--- config.mk ---
export PLATFORM = sky130hd
export DESIGN_NAME = regfile_dump_reader_flat
export DESIGN_NICKNAME = d
export VERILOG_FILES = /design/src/rtl/regfile_dump_reader_if.sv /design/src/rtl/regfile_dump_reader.sv /design/src/flat_wrapper.sv
export SDC_FILE = /design/constraint.sdc
export NUM_CORES = 1
export LEC_CHECK = 0
export BUFFER_PORTS_ARGS = -buffer_cell sky130_fd_sc_hd__buf_2
export CAP_MARGIN = 20
export CELL_PAD_IN_SITES_DETAIL_PLACEMENT = 1
export CELL_PAD_IN_SITES_GLOBAL_PLACEMENT = 1
export CORE_ASPECT_RATIO = 1.2
export CORE_MARGIN = 5
export CORE_UTILIZATION = 40
export CTS_CLUSTER_DIAMETER = 150
export CTS_CLUSTER_SIZE = 8
export DETAILED_ROUTE_END_ITERATION = 12
export GPL_TIMING_DRIVEN = 0
export PLACE_DENSITY = 0.69
export SLEW_MARGIN = 5
export SYNTH_ARGS = -nofsm -noshare
export SYNTH_HDL_FRONTEND = slang
export SYNTH_SLANG_ARGS = --single-unit
--- constraint.sdc ---
create_clock -name CLK -period 9.2 [get_ports CLK]
set_clock_uncertainty 0.1 [all_clocks]
set_input_delay 2.3 -clock CLK [delete_from_list [all_inputs] [get_ports CLK]]
set_output_delay 2.3 -clock CLK [all_outputs]
set_load 0.005 [all_outputs]
--- src/rtl/regfile_dump_reader_if.sv ---
// Streaming beat interface carrying register-dump words from the reader to a
// debug/trace consumer.
interface regfile_dump_reader_if #(
    parameter int AW = 5
);
    logic [31:0]   dout;
    logic [AW-1:0] dout_idx;
    logic          dout_valid;
    logic          dout_ready;
    logic          dout_last;

    modport master (
        output dout,
        output dout_idx,
        output dout_valid,
        output dout_last,
        input  dout_ready
    );

    modport slave (
        input  dout,
        input  dout_idx,
        input  dout_valid,
        input  dout_last,
        output dout_ready
    );
endinterface

--- src/rtl/regfile_dump_reader.sv ---
// Streams a contiguous block of register-file words out over valid/ready.
// Optional build macro REGDUMP_X0_ZERO_EN forces the word at address 0 to zero.
module regfile_dump_reader #(
    parameter  int SIZE      = 32,
    parameter  int BUF_DEPTH = 4,
    localparam int AW        = $clog2(SIZE)
) (
    input  logic                  CLK,
    input  logic                  RST_N,
    input  logic                  start,
    input  logic [AW-1:0]         base_addr,
    input  logic [AW:0]           count,
    output logic                  busy,
    output logic                  done,
    output logic [AW-1:0]         rd_addr,
    input  logic [31:0]           rd_data,
    regfile_dump_reader_if.master dout_if
);

    localparam int PW = (BUF_DEPTH > 1) ? $clog2(BUF_DEPTH) : 1;
    localparam int CW = $clog2(BUF_DEPTH + 3);

    typedef enum logic [1:0] {
        IDLE,
        ISSUE,
        DRAIN
    } state_t;

    state_t state, state_nxt;

    logic [31:0]   buf_data [BUF_DEPTH];
    logic [AW-1:0] buf_idx  [BUF_DEPTH];
    logic          buf_last [BUF_DEPTH];
    logic [PW-1:0] wptr, rptr;
    logic [CW-1:0] occ;
    logic [CW-1:0] committed;

    logic          iss_v, iss_last;
    logic          dat_v, dat_last;
    logic [AW-1:0] dat_idx;
    logic [AW-1:0] next_addr;
    logic [AW:0]   remaining;

    logic          head_valid, pop, accept, zero_req, issue_now, finish;
    logic [31:0]   push_data;

    function automatic logic [PW-1:0] ptr_inc(input logic [PW-1:0] p);
        return (p == PW'(BUF_DEPTH - 1)) ? '0 : p + 1'b1;
    endfunction

    assign head_valid = (occ != '0);
    assign pop        = head_valid && dout_if.dout_ready;
    assign finish     = pop && buf_last[rptr];
    assign accept     = (state == IDLE) && start && (count != '0);
    assign zero_req   = (state == IDLE) && start && (count == '0);

    // Buffer slots plus reads still in the memory pipeline; a new read only
    // goes out if its word is guaranteed a slot when it lands.
    assign committed  = occ + CW'(dat_v) + CW'(iss_v) - CW'(pop);
    assign issue_now  = (state == ISSUE) && (remaining != '0) &&
                        (committed < CW'(BUF_DEPTH));

`ifdef REGDUMP_X0_ZERO_EN
    assign push_data = (dat_idx == '0) ? 32'h0 : rd_data;
`else
    assign push_data = rd_data;
`endif

    always_comb begin
        state_nxt = state;
        case (state)
            IDLE:    if (accept) state_nxt = ISSUE;
            ISSUE:   if (remaining == '0) state_nxt = DRAIN;
            DRAIN:   if (finish) state_nxt = IDLE;
            default: state_nxt = IDLE;
        endcase
    end

    always_ff @(posedge CLK) begin
        if (!RST_N) begin
            state     <= IDLE;
            done      <= 1'b0;
            rd_addr   <= '0;
            next_addr <= '0;
            remaining <= '0;
            iss_v     <= 1'b0;
            iss_last  <= 1'b0;
            dat_v     <= 1'b0;
            dat_last  <= 1'b0;
            dat_idx   <= '0;
            wptr      <= '0;
            rptr      <= '0;
            occ       <= '0;
        end else begin
            state <= state_nxt;
            done  <= zero_req || ((state != IDLE) && finish);
            iss_v <= accept || issue_now;

            if (accept) begin
                rd_addr   <= base_addr;
                next_addr <= base_addr + 1'b1;
                remaining <= count - 1'b1;
                iss_last  <= (count == 1);
            end else if (issue_now) begin
                rd_addr   <= next_addr;
                next_addr <= next_addr + 1'b1;
                remaining <= remaining - 1'b1;
                iss_last  <= (remaining == 1);
            end

            dat_v    <= iss_v;
            dat_last <= iss_last;
            dat_idx  <= rd_addr;

            if (dat_v) wptr <= ptr_inc(wptr);
            if (pop)   rptr <= ptr_inc(rptr);
            occ <= occ + CW'(dat_v) - CW'(pop);
        end
    end

    always_ff @(posedge CLK) begin
        if (dat_v) begin
            buf_data[wptr] <= push_data;
            buf_idx[wptr]  <= dat_idx;
            buf_last[wptr] <= dat_last;
        end
    end

    assign busy               = (state != IDLE);
    assign dout_if.dout_valid = head_valid;
    assign dout_if.dout       = head_valid ? buf_data[rptr] : '0;
    assign dout_if.dout_idx   = head_valid ? buf_idx[rptr]  : '0;
    assign dout_if.dout_last  = head_valid && buf_last[rptr];

endmodule

--- src/flat_wrapper.sv ---
// flat-port wrapper written by rule: the top's interface ports become plain ports
module regfile_dump_reader_flat 
#(
    parameter  int SIZE      = 32,
    parameter  int BUF_DEPTH = 4,
    localparam int AW        = $clog2(SIZE)
)
  (CLK, RST_N, start, base_addr, count, busy, done, rd_addr, rd_data, dout_if_dout, dout_if_dout_idx, dout_if_dout_valid, dout_if_dout_last, dout_if_dout_ready);
  regfile_dump_reader_if #(.AW(5)) dout_if_i ();
  input  logic CLK;
  input  logic RST_N;
  input  logic start;
  input  logic [AW-1:0] base_addr;
  input  logic [AW:0] count;
  output logic busy;
  output logic done;
  output logic [AW-1:0] rd_addr;
  input  logic [31:0] rd_data;
  output wire logic [$bits(dout_if_i.dout)-1:0] dout_if_dout;
  output wire logic [$bits(dout_if_i.dout_idx)-1:0] dout_if_dout_idx;
  output wire logic [$bits(dout_if_i.dout_valid)-1:0] dout_if_dout_valid;
  output wire logic [$bits(dout_if_i.dout_last)-1:0] dout_if_dout_last;
  input wire logic [$bits(dout_if_i.dout_ready)-1:0] dout_if_dout_ready;
  assign dout_if_dout = dout_if_i.dout;
  assign dout_if_dout_idx = dout_if_i.dout_idx;
  assign dout_if_dout_valid = dout_if_i.dout_valid;
  assign dout_if_dout_last = dout_if_i.dout_last;
  assign dout_if_i.dout_ready = dout_if_dout_ready;
  regfile_dump_reader #(.SIZE(SIZE), .BUF_DEPTH(BUF_DEPTH)) u_core (.CLK(CLK), .RST_N(RST_N), .start(start), .base_addr(base_addr), .count(count), .busy(busy), .done(done), .rd_addr(rd_addr), .rd_data(rd_data), .dout_if(dout_if_i));
endmodule
## Yosys cells after proc, flatten, opt, wreduce, memory -nomap -nowiden

Memories as Yosys holds them, arrays and structs flattened. A register that Yosys moved wholly into a read port is not among the register bits.
Index checks and enable logic that the tools add are counted.

- Add/sub/neg operators: 10
- Magnitude comparators: 1
- Eq/ne operators: 9
- Mux-type cells: 24
- Reductions and logical operators: 20

Operators by type and width:

| operator | count |
|---|---|
| 2-to-1 mux 32 bit | 1 |
| 2-to-1 mux 5 bit | 5 |
| 2-to-1 mux 2 bit | 11 |
| equality test 6 x 1 -> 1 bit, second input constant | 2 |
| zero test 6 bit | 2 |
| 2-to-1 mux 6 bit | 2 |
| nonzero test 6 bit | 2 |
| subtractor 6 x 1 -> 6 bit, second input constant | 2 |
| adder 5 x 1 -> 5 bit, second input constant | 2 |
| logical AND 1 bit | 9 |
| adder 3 x 1 -> 3 bit | 2 |
| equality test 2 bit, second input constant | 3 |
| one-hot mux 2 bit (3 select lines) | 1 |
| subtractor 3 x 1 -> 3 bit | 2 |
| adder 2 x 1 -> 2 bit, second input constant | 2 |
| 2-to-1 mux 1 bit | 4 |
| != test 2 x 1 -> 1 bit, second input constant | 2 |
| nonzero test 2 bit | 2 |
| < comparator 3 bit, second input constant | 1 |
| AND reduction 3 bit | 1 |
| nonzero test 3 bit | 1 |
| equality test 2 x 1 -> 1 bit, second input constant | 1 |
| zero test 2 bit | 1 |
| logical OR 1 bit | 2 |
| != test 2 bit, second input constant | 1 |

- Flip-flop bits (word level): 35
- Memory bits (writable): 152
- Bits of input ports: 47
- Output and inout port bits: 46
- Logic and storage cells: 80
- Memories: 3

Memory list:

| memory | depth | bits a word | rd ports | clocked after memory_dff | wr ports | RTL line | RTL |
|---|---|---|---|---|---|---|---|
| u_core.buf_data | 4 | 32 | 1 | 1 | 1 | regfile_dump_reader.sv:31 | `logic [31:0] buf_data [BUF_DEPTH];` |
| u_core.buf_idx | 4 | 5 | 1 | 1 | 1 | regfile_dump_reader.sv:32 | `logic [AW-1:0] buf_idx [BUF_DEPTH];` |
| u_core.buf_last | 4 | 1 | 1 | 1 | 1 | regfile_dump_reader.sv:33 | `logic buf_last [BUF_DEPTH];` |

## Logic depth before layout (Yosys ltp)

Gate-level depths: netlist (run 1).

- Depth in word-level cells: 7
- Mapped depth: 12
- Depth with buffers taken out: 10

## Worst setup path before layout (run 1)

OpenSTA, ideal clock, no wires.

- Kind: input port to flip-flop
- Start point: input port dout_if_dout_ready
- End point: register u_core.remaining[4]
- Data arrival time: 4332 ps
- Required time: 8984 ps
- Path slack: 4652 ps
- Stages on the path: 10
- Cell sequence: inv_1 -> or3_1 -> ha_1 -> a41o_1 -> or4b_4 -> buf_6 -> nand2_4 -> buf_8 -> a31oi_1 -> a31o_2

- Cells in the longest elaborated chain, start to end: 5

Ends and longest elaborated chain:

| what | RTL line | RTL |
|---|---|---|
| start, declared | flat_wrapper.sv:23 | `input wire logic [$bits(dout_if_i.dout_ready)-1:0] dout_if_dout_ready;` |
| logical AND 1 bit | regfile_dump_reader.sv:52 | `assign pop = head_valid && dout_if.dout_ready;` |
| subtractor 3 x 1 -> 3 bit | regfile_dump_reader.sv:59 | `assign committed = occ + CW'(dat_v) + CW'(iss_v) - CW'(pop);` |
| < comparator 3 bit | regfile_dump_reader.sv:61 | `(committed < CW'(BUF_DEPTH));` |
| logical AND 1 bit | regfile_dump_reader.sv:60 | `assign issue_now = (state == ISSUE) && (remaining != '0) &&` |
| nonzero test 2 bit (no source line) | - |  |
| end signal, assigned | regfile_dump_reader.sv:102 | `remaining <= count - 1'b1;` |
| end signal, assigned | regfile_dump_reader.sv:107 | `remaining <= remaining - 1'b1;` |
| end, declared | regfile_dump_reader.sv:42 | `logic [AW:0] remaining;` |

Every way passes these cells.
A chain may end at the register's enable or synchronous reset.

==> flow_summary.json, run 1 <==
{
  "dieWidth_um": 136.5,
  "dr_wl_met2_um": 8260,
  "synth_top_family_by_area": "multiplexers",
  "critical-path-top-delay-family": "buffers and inverters",
  "setup_tns_ns": 0,
  "netlist_top_cells_count": "edfxtp_1, nor2b_1, mux4_2, dfxtp_1, nor2_1",
  "crit_top_cell": "buf_2",
  "drcViolationCount": 0,
  "rows": 55,
  "rsz0062_at_grt": "no",
  "cts_setup_buffers": 0,
  "r2r_start": "u_core.occ[2]",
  "pin_count": 93,
  "synth.avg_cell_area_sq_um": 16.80,
  "worstSetupEndpointType": "output port",
  "path_buf_inv": 3,
  "dp_hpwl_um": 10930,
  "timing.slew.headroom": 0.4622,
  "p_per_area_nw_per_um2": 258.5,
  "die-area_sq_um": 22080,
  "wl_met3_um": 705,
  "cts_tree": "yes",
  "clock_path_buffers": 2,
  "peakVddDrop_mv": 0.1533,
  "grt_max_degree": 22,
  "synth-compound-area-share": 0.03911,
  "synth_cell_types": 52,
  "min_period_over_period": 0.5507,
  "async_flop_share": 0,
  "fp.coreArea_sq_um": 18860,
  "start_kind": "flop",
  "synthesis.area_sq_um": 7677,
  "grt_pass1_vias": 4767,
  "slowest_delay_ns": 0.57,
  "power_mw": 2.352,
  "fp.dieH_um": 161.8,
  "via_per_inst": 5.076,
  "period_needed_ns": 5.067,
  "start_util": 0.4072,
  "holdCritStartpoint": "u_core.iss_last",
  "grt_pass1_wl_um": 26140,
  "synth_fa_ha_area_frac": 0.02445,
  "synth_top_area_cell": "edfxtp_1",
  "drive_gt1_frac": 0.3111,
  "top_signal_layer_used": "met5",
  "fin_cells": 842,
  "setup_viol": 0,
  "synth_edf_count": 152,
  "hold_viol": 0,
  "maxSlewViolCount": 0,
  "synth_top_area_share": 0.5945,
  "leakage_nw": 3.246,
  "ctsHoldBuffers": 0,
  "synth.most_common_cell": "edfxtp_1",
  "cts_resized": 0,
  "outcome": "finished, final reports clean",
  "wl_per_cell_um": 19.03,
  "firstDrtPassIters": 4,
  "cp_slowest_cell": "buf_1",
  "final_nets": 634,
  "place_congestion": 0.8225,
  "cts_buffers": 17,
  "hold_path_class": "flop to flop",
  "synth_mux_area_frac": 0.1193,
  "dp_cells": 809,
  "m1WireLength_um": 6805,
  "antenna_found_initial": 2,
  "overflow": 0,
  "synth_xor_area_frac": 0.01679,
  "syn2layout_area_growth_pct": 18.51,
  "tightest_slew_ns": 0.8067,
  "wl_um": 16030,
  "max_freq_mhz": 197.4,
  "syn_nets": 519,
  "fin_util": 0.4825,
  "syn-instance-count": 457,
  "yosysSeqAreaShare": 0.6910,
  "synth.area.top_cells": "edfxtp_1, mux4_2, dfxtp_1",
  "antenna_left": 0,
  "track_usage": 0.1536,
  "cts.sinks": 189,
  "cts_root_buf": "clkbuf_16",
  "initialDrtViolationCount": 193,
  "yosys.area_share.simple": 0.08980,
  "cp_data_arrival_time_ns": 2.67,
  "synth.ff_latch_count": 189,
  "path_class": "flop to output port",
  "via_count": 4274,
  "cts.clk_slew.worst_paths_ns": 0.07,
  "insertion_delay_ns": 0.42,
  "ys.flop_type": "edfxtp_1",
  "htree_levels": 4,
  "port_buffers": 92,
  "path_max_fanout": 10,
  "max-cap-violations": 0,
  "crit_chain": "buf_1 > buf_2 > mux4_2 > nor2b_1 > buf_2",
  "yosys_warnings": 0,
  "cp.required_ns": 6.80
}
-- placed cells by master, fill, tap and decap left out, types with 5 or more instances in the layout --
cell / n
nor2b_1: 39
xnor2_1: 5
ha_1: 15
mux2i_1: 6
mux4_2: 38
dfxtp_1: 37
buf_2: 95
nand3_1: 7
inv_6: 5
nor2_1: 20
clkbuf_16: 17
clkbuf_1: 16
a21oi_1: 10
nand2_1: 12
nor3_1: 6
edfxtp_1: 152
o21ai_0: 6
inv_1: 13
xor2_1: 7
and2_1: 10
-- report_power, final --
group	total (mW)	switching (mW)	leakage, nW	internal [mW]
Combinational	0.646	0.341	1.29	0.304
Sequential	1.02	0.0364	1.68	0.979
Clock	0.691	0.334	0.274	0.358
-- final cells by class --
type	count	area, sq um
clock inverters	14	123.9
repair buffers	96	540.5
diodes	1	2.502
multi-input cells	234	2227
inverters	13	48.80
clock buffers	18	429.2
fillers	1893	9757
flip-flops and latches	189	5305
well taps	256	320.3
plain buffers	21	101.3
-- cells by family (layout without fill, tap and decap cells) --
kind of cell / count (synthesis) / in the layout
flip-flops: 189 / 189
AND/OR/NAND/NOR: 120 / 120
multiplexers: 44 / 44
AO/OA/AOI/OAI: 42 / 42
buffers and inverters: 34 / 162
adder cells (fa/ha/maj): 15 / 15
XOR/XNOR: 13 / 13
other: 0 / 1
-- state kept, by name (all words and copies together) (netlist names), named ones only --
signal / count
u_core.dat_v: 1
u_core.buf_last: 4
u_core.rd_addr: 5
u_core.done: 1
u_core.dat_idx: 5
u_core.dat_last: 1
u_core.remaining: 6
u_core.next_addr: 5
u_core.state: 2
u_core.iss_v: 1
u_core.rptr: 2
u_core.wptr: 2
u_core.buf_data: 128
u_core.buf_idx: 20
u_core.occ: 3
u_core.iss_last: 1
-- worst paths after layout --
check | to | slack, ns | depth (start not counted)
worst min register to register | u_core.dat_last | 0.37 | 1
worst max-delay path | dout_if_dout[10] | 4.13 | 5
worst max register to register | u_core.next_addr[1] | 5.69 | 9
worst min-delay path | u_core.dat_last | 0.37 | 1
-- metal layers --
layer / GRT usage / vias up
li1: - / 1992
met1: 0.1888 / 2166
met2: 0.2655 / 99
met3: 0.03779 / 15
met4: 0.04904 / 2
met5: 0 / -
-- stage by stage --
| stage | hold slack, ns | instance area [sq um] | setup slack [ns] |
|---|---|---|---|
| CTS | 0.3746 | 9096 | 3.989 |
| global route | 0.3945 | 9099 | 3.838 |
| floorplan | 0.3281 | 7677 | 4.652 |
| global placement | 0.3444 | 8458 | 4.296 |
| detailed placement | 0.3555 | 8543 | 4.200 |
| finish | 0.3748 | 9099 | 4.133 |
(Power assumes the default switching activity.)
==> run 2: changes to the inputs <==
--- a/config.mk
+++ b/config.mk
@@ -5,6 +5,7 @@
 export SDC_FILE = /design/constraint.sdc
 export NUM_CORES = 1
 export LEC_CHECK = 0
+export ABC_AREA = 1
 export BUFFER_PORTS_ARGS = -buffer_cell sky130_fd_sc_hd__buf_2
 export CAP_MARGIN = 20
 export CELL_PAD_IN_SITES_DETAIL_PLACEMENT = 1
@@ -16,7 +17,7 @@
 export CTS_CLUSTER_SIZE = 8
 export DETAILED_ROUTE_END_ITERATION = 12
 export GPL_TIMING_DRIVEN = 0
-export PLACE_DENSITY = 0.69
+export PLACE_DENSITY = 0.75
 export SLEW_MARGIN = 5
 export SYNTH_ARGS = -nofsm -noshare
 export SYNTH_HDL_FRONTEND = slang
==> constraint.sdc (replaced) <==
create_clock -name CLK -period 4.15 [get_ports CLK]
set_clock_uncertainty 0.1 [all_clocks]
set_input_delay 1.0375 -clock CLK [delete_from_list [all_inputs] [get_ports CLK]]
set_output_delay 1.0375 -clock CLK [all_outputs]
set_load 0.005 [all_outputs]
==> flow_summary.json, run 2 <==
{
  "p_per_area_nw_per_um2": 658.9,
  "rsz0062_at_grt": "no",
  "overflow": 0,
  "tightest_slew_ns": 0.5780,
  "setup_viol": 0,
  "grt_max_degree": 32,
  "comb_power_share": 0.355,
  "path_class": "flop to output port",
  "yosysSeqAreaShare": 0.6747,
  "outcome": "finished, final reports clean",
  "hold_ws_ns": 0.3471,
  "timing.slew.headroom": 0.6147,
  "synth_top_area_cell": "edfxtp_1",
  "hold_viol": 0,
  "synth.most_common_cell": "nor2_1",
  "synth.avg_cell_area_sq_um": 10.87,
  "syn2layout_area_growth_pct": 18.59,
  "regToRegSetupSlack_ns": 1.85,
  "insertion_delay_ns": 0.43,
  "wl_um": 19560,
  "synth_cell_types": 32,
  "final_nets": 900,
  "ys.flop_type": "edfxtp_1",
  "regMostFlops": "u_core.buf_data",
  "cts_setup_buffers": 0,
  "max-cap-violations": 0,
  "cts_resized": 0,
  "pre_cts_ws_ns": 1.095,
  "initialDrtViolationCount": 271,
  "setup_tns_ns": 0,
  "cts.clk_slew.worst_paths_ns": 0.07,
  "antenna_left": 0,
  "power_switching_mw": 2.305,
  "firstDrtPassIters": 4,
  "mostFrequentLayoutCells": "nor2_1, edfxtp_1, buf_2, o21ai_0, nand2_1",
  "intPower_mw": 3.839,
  "holdCritStartpoint": "u_core.iss_last",
  "fin_util": 0.4787,
  "synth_edf_count": 152,
  "path_max_fanout": 10,
  "grt_pass1_wl_um": 31130,
  "timing.rr.end": "u_core.rd_addr[4]",
  "fp.dieH_um": 163.6,
  "synth_top_area_share": 0.5805,
  "reg_top3": "u_core.buf_data x128, u_core.buf_idx x20, u_core.remaining x6",
  "largest_reg_flops": 128,
  "max_freq_mhz": 288.7,
  "clock_path_buffers": 2,
  "p_clk_frac": 0.267,
  "insertedDiodeCount": 0,
  "p_sw_frac": 0.3751,
  "worstSetupEndpointType": "output port",
  "cts.sinks": 189,
  "syn-instance-count": 723,
  "synth.ff_latch_count": 189,
  "r2r_start": "u_core.dat_v",
  "fin_cells": 1112,
  "netlist_top_cells_count": "nor2_1, edfxtp_1, o21ai_0, nand2_1, a21oi_1",
  "hold_path_class": "flop to flop",
  "period_needed_ns": 3.464,
  "cp.required_ns": 3.01,
  "leakage_nw": 3.664,
  "via_per_inst": 5.066,
  "postPlaceCellArea_sq_um": 8730,
  "min_period_over_period": 0.8347,
  "port_buffers": 92,
  "peakVddDrop_mv": 0.2899,
  "synthesis.area_sq_um": 7863,
  "r2r_cells": 14,
  "worst_slack_ns": 0.6858,
  "wl_per_cell_um": 17.59,
  "async_flop_share": 0,
  "drcViolationCount": 0,
  "syn_nets": 785,
  "htree_levels": 4,
  "rows": 56,
  "start_kind": "flop",
  "p_seq_frac": 0.378,
  "track_usage": 0.1799,
  "place_congestion": 0.7694,
  "grt_pass1_vias": 5960,
  "holdPathStages": 2,
  "drive_gt1_frac": 0.1927,
  "dp_cells": 1080,
  "cts_tree": "yes",
  "dieWidth_um": 138.0,
  "antenna_found_initial": 0,
  "maxSlewViolCount": 0,
  "synth.area.top_cells": "edfxtp_1, dfxtp_1, nor2_1",
  "final_cell_area_sq_um": 9324,
  "dp_hpwl_um": 13210,
  "cts_root_buf": "clkbuf_16",
  "cts_buffers": 17,
  "final_common_cell": "nor2_1",
  "fp.coreArea_sq_um": 19480,
  "pin_count": 93,
  "via_count": 5633,
  "start_util": 0.4036,
  "yosys_warnings": 0,
  "holdPathEnd": "u_core.dat_last",
  "die-area_sq_um": 22570,
  "power_mw": 6.144,
  "cp_data_arrival_time_ns": 2.33,
  "ctsHoldBuffers": 0
}
-- run 2: cell count changes in the layout (fill, tap and decap cells not counted), moves of 9 or more --
| cell | change |
|---|---|
| a21oi_1 | +43 |
| nor2_1 | +153 |
| mux4_2 | -38 |
| and2_1 | -10 |
| nand2_1 | +56 |
| nand3_1 | +9 |
| inv_1 | +21 |
| o21ai_0 | +77 |
| nor2b_1 | -39 |
-- run 2: metal layers --
metal  track usage  share of wire  vias up
li1              -              -     2707
met1        0.2219           0.42     2783
met2        0.3164           0.52      112
met3       0.03913          0.045       31
met4       0.04987          0.014        0
met5             0              0        -
-- run 2: logic make-up (layout without fill, tap and decap cells) --
| kind of cell | count (synthesis) | after routing | synth area share |
|---|---|---|---|
| buf+inv | 79 | 207 | 0.04265 |
| mux | 3 | 3 | 0.003819 |
| compound gates | 141 | 141 | 0.09198 |
| flops | 189 | 189 | 0.6747 |
| fa+ha+maj | 15 | 15 | 0.02387 |
| simple gates | 285 | 285 | 0.1497 |
| xor+xnor | 11 | 11 | 0.01321 |
-- run 2: worst max-delay path, cell delays in order (launching register included) --
cell	delay, ns
dfxtp_1	0.34
nor2_4	0.13
nand2_4	0.09
inv_1	0.09
clkbuf_1	0.45
clkbuf_1	0.51
a21oi_1	0.12
buf_2	0.16
-- run 2: worst max path at each step --
| stage | start | endpoint | slack, ns | depth (start not counted) |
|---|---|---|---|---|
| finish | u_core.occ[1] | dout_if_dout[3] | 0.69 | 7 |
| global route | flop | dout_if_dout[20] | 0.50 | 7 |
| CTS | flop | dout_if_dout[28] | 0.65 | 6 |
| detailed placement | u_core.occ[1] | dout_if_dout[4] | 1.10 | 7 |
| global placement | u_core.occ[1] | dout_if_dout[21] | 1.13 | 7 |
| floorplan | count[0] | u_core.next_addr[2] | 1.65 | 12 |
-- run 2: power by group through the flow --
stage / registers (mW) / clock network (mW) / logic, mW
2_1_floorplan: 2.34 / 0 / 1.36
3_5_place_dp: 2.36 / 0 / 2.21
5_1_grt: 2.34 / 1.76 / 2.47
4_1_cts: 2.32 / 1.67 / 2.23
3_3_place_gp: 2.36 / 0 / 2.14
6_report: 2.32 / 1.64 / 2.18
-- run 2: area by class of cell --
| class | instances | area, sq um |
|---|---|---|
| Fill cell | 2190 | 10150 |
| Sequential cell | 189 | 5305 |
| Multi-Input combinational cell | 455 | 2222 |
| Timing Repair Buffer | 96 | 540.5 |
| Clock buffer | 18 | 429.2 |
| Tap cell | 261 | 326.6 |
| Buffer | 37 | 177.7 |
| Clock inverter | 14 | 165.2 |
| Inverter | 42 | 157.7 |
==> run 3: changes to the inputs <==
==> constraint.sdc (replaced) <==
create_clock -name CLK -period 3 [get_ports CLK]
set_clock_uncertainty 0.1 [all_clocks]
set_input_delay 0.75 -clock CLK [delete_from_list [all_inputs] [get_ports CLK]]
set_output_delay 0.75 -clock CLK [all_outputs]
set_load 0.005 [all_outputs]
==> flow_summary.json, run 3 (same netlist as run 2, synthesis figures left out) <==
{
  "outcome": "finished, final reports clean",
  "rsz0062_at_grt": "no",
  "cts.sinks": 189,
  "cp_slowest_cell": "dfxtp_2",
  "syn2layout_area_growth_pct": 19.06,
  "holdCritStartpoint": "u_core.iss_last",
  "via_count": 5603,
  "drive_gt1_frac": 0.2115,
  "htree_levels": 4,
  "drcViolationCount": 0,
  "min_period_over_period": 0.9465,
  "setup_viol": 0,
  "cp_data_arrival_time_ns": 1.99,
  "antenna_found_initial": 0,
  "wl_um": 19480,
  "crit_top_cell": "buf_2",
  "place_congestion": 0.7694,
  "fp.dieH_um": 163.6,
  "insertion_delay_ns": 0.43,
  "slowest_delay_ns": 0.36,
  "cts_root_buf": "clkbuf_16",
  "dp_cells": 1080,
  "track_usage": 0.1799,
  "r2r_cells": 14,
  "wl_per_cell_um": 17.52,
  "timing.rr.end": "u_core.rd_addr[4]",
  "regMostFlops": "u_core.buf_data",
  "pre_cts_ws_ns": 0.2330,
  "cts_buffers": 17,
  "worstSetupEndpointType": "output port",
  "regToRegSetupSlack_ns": 0.70,
  "cp.required_ns": 2.15,
  "ctsHoldBuffers": 0,
  "dp_hpwl_um": 13210,
  "largest_reg_flops": 128,
  "timing.slew.headroom": 0.6353,
  "grt_pass1_vias": 5963,
  "start_util": 0.4036,
  "fp.coreArea_sq_um": 19480,
  "dieWidth_um": 138.0,
  "overflow": 0,
  "cts_tree": "yes",
  "crit_chain": "inv_2 > buf_2 > clkbuf_2 > o21ai_0 > a21oi_1 > buf_2",
  "maxSlewViolCount": 0,
  "setup_tns_ns": 0,
  "initialDrtViolationCount": 237,
  "tightest_slew_ns": 0.5470,
  "grt_max_degree": 32,
  "die-area_sq_um": 22570,
  "reg_top3": "u_core.buf_data x128, u_core.buf_idx x20, u_core.remaining x6",
  "start_kind": "flop",
  "port_buffers": 92,
  "hold_viol": 0,
  "holdPathStages": 2,
  "pin_count": 93,
  "worst_slack_ns": 0.1604,
  "peakVddDrop_mv": 0.4010,
  "max_freq_mhz": 352.2,
  "leakage_nw": 3.704,
  "final_common_cell": "nor2_1",
  "p_per_area_nw_per_um2": 913.1,
  "period_needed_ns": 2.840,
  "holdPathEnd": "u_core.dat_last",
  "cts.clk_slew.worst_paths_ns": 0.07,
  "final_nets": 900,
  "grt_pass1_wl_um": 31140,
  "path_class": "flop to output port",
  "fin_cells": 1112,
  "r2r_start": "u_core.dat_v",
  "firstDrtPassIters": 4,
  "rows": 56,
  "mostFrequentLayoutCells": "nor2_1, edfxtp_1, buf_2, o21ai_0, nand2_1",
  "via_per_inst": 5.039,
  "insertedDiodeCount": 0,
  "hold_path_class": "flop to flop",
  "max-cap-violations": 0,
  "clock_path_buffers": 2,
  "path_max_fanout": 10,
  "antenna_left": 0,
  "fin_util": 0.4806
}
run 3: critical path, delay by kind of cell, from the launching register on:
| family | cells | cell delay, ns |
|---|---|---|
| buf+inv | 4 | 0.81 |
| compound gates | 2 | 0.40 |
| flops | 1 | 0.36 |
run 3: cell type report:
class / instances / area [sq um]
Timing Repair Buffer: 96 / 540.5
Fill cell: 2190 / 10120
Buffer: 37 / 214.0
Sequential cell: 189 / 5306
Clock buffer: 18 / 429.2
Multi-Input combinational cell: 455 / 2222
Inverter: 42 / 157.7
Tap cell: 261 / 326.6
Clock inverter: 14 / 165.2
run 3: through the flow:
stage	hold slack [ns]	area [sq um]	total power, mW
after global routing	0.3647	9361	9.148
final	0.3471	9361	8.548
after CTS	0.3498	9349	8.650
after global placement	0.3483	8650	6.227
after floorplan	0.3077	7863	5.116
after detailed placement	0.3455	8730	6.324
run 3: how the worst max path moves through the flow:
stage | depth (start not counted) | slack, ns | end | startpoint
finish | 6 | 0.16 | dout_if_dout[28] | flop
global route | 6 | 0.01 | dout_if_dout[1] | flop
CTS | 6 | 0.01 | dout_if_dout[21] | flop
detailed placement | 7 | 0.23 | dout_if_dout[4] | u_core.occ[1]
global placement | 7 | 0.27 | dout_if_dout[21] | u_core.occ[1]
floorplan | 12 | 0.79 | u_core.next_addr[2] | count[0]
run 3: metal layers:
metal	track usage	routed length, um
met3	0.03943	889
met2	0.3148	10130
met5	0	0
met1	0.2225	8166
met4	0.05166	294
run 3: what timing repair did:
item,4_1_cts,5_1_grt
endpoints found under the setup margin,37,16
endpoints found under the hold margin,0,0
gates resized for setup,17,8
setup buffers,0,0
run 3: power breakdown:
group | leakage, nW | switching [mW] | internal (mW)
logic | 1.73 | 1.97 | 1.10
registers | 1.68 | 0.146 | 3.07
clock network | 0.290 | 1.07 | 1.20
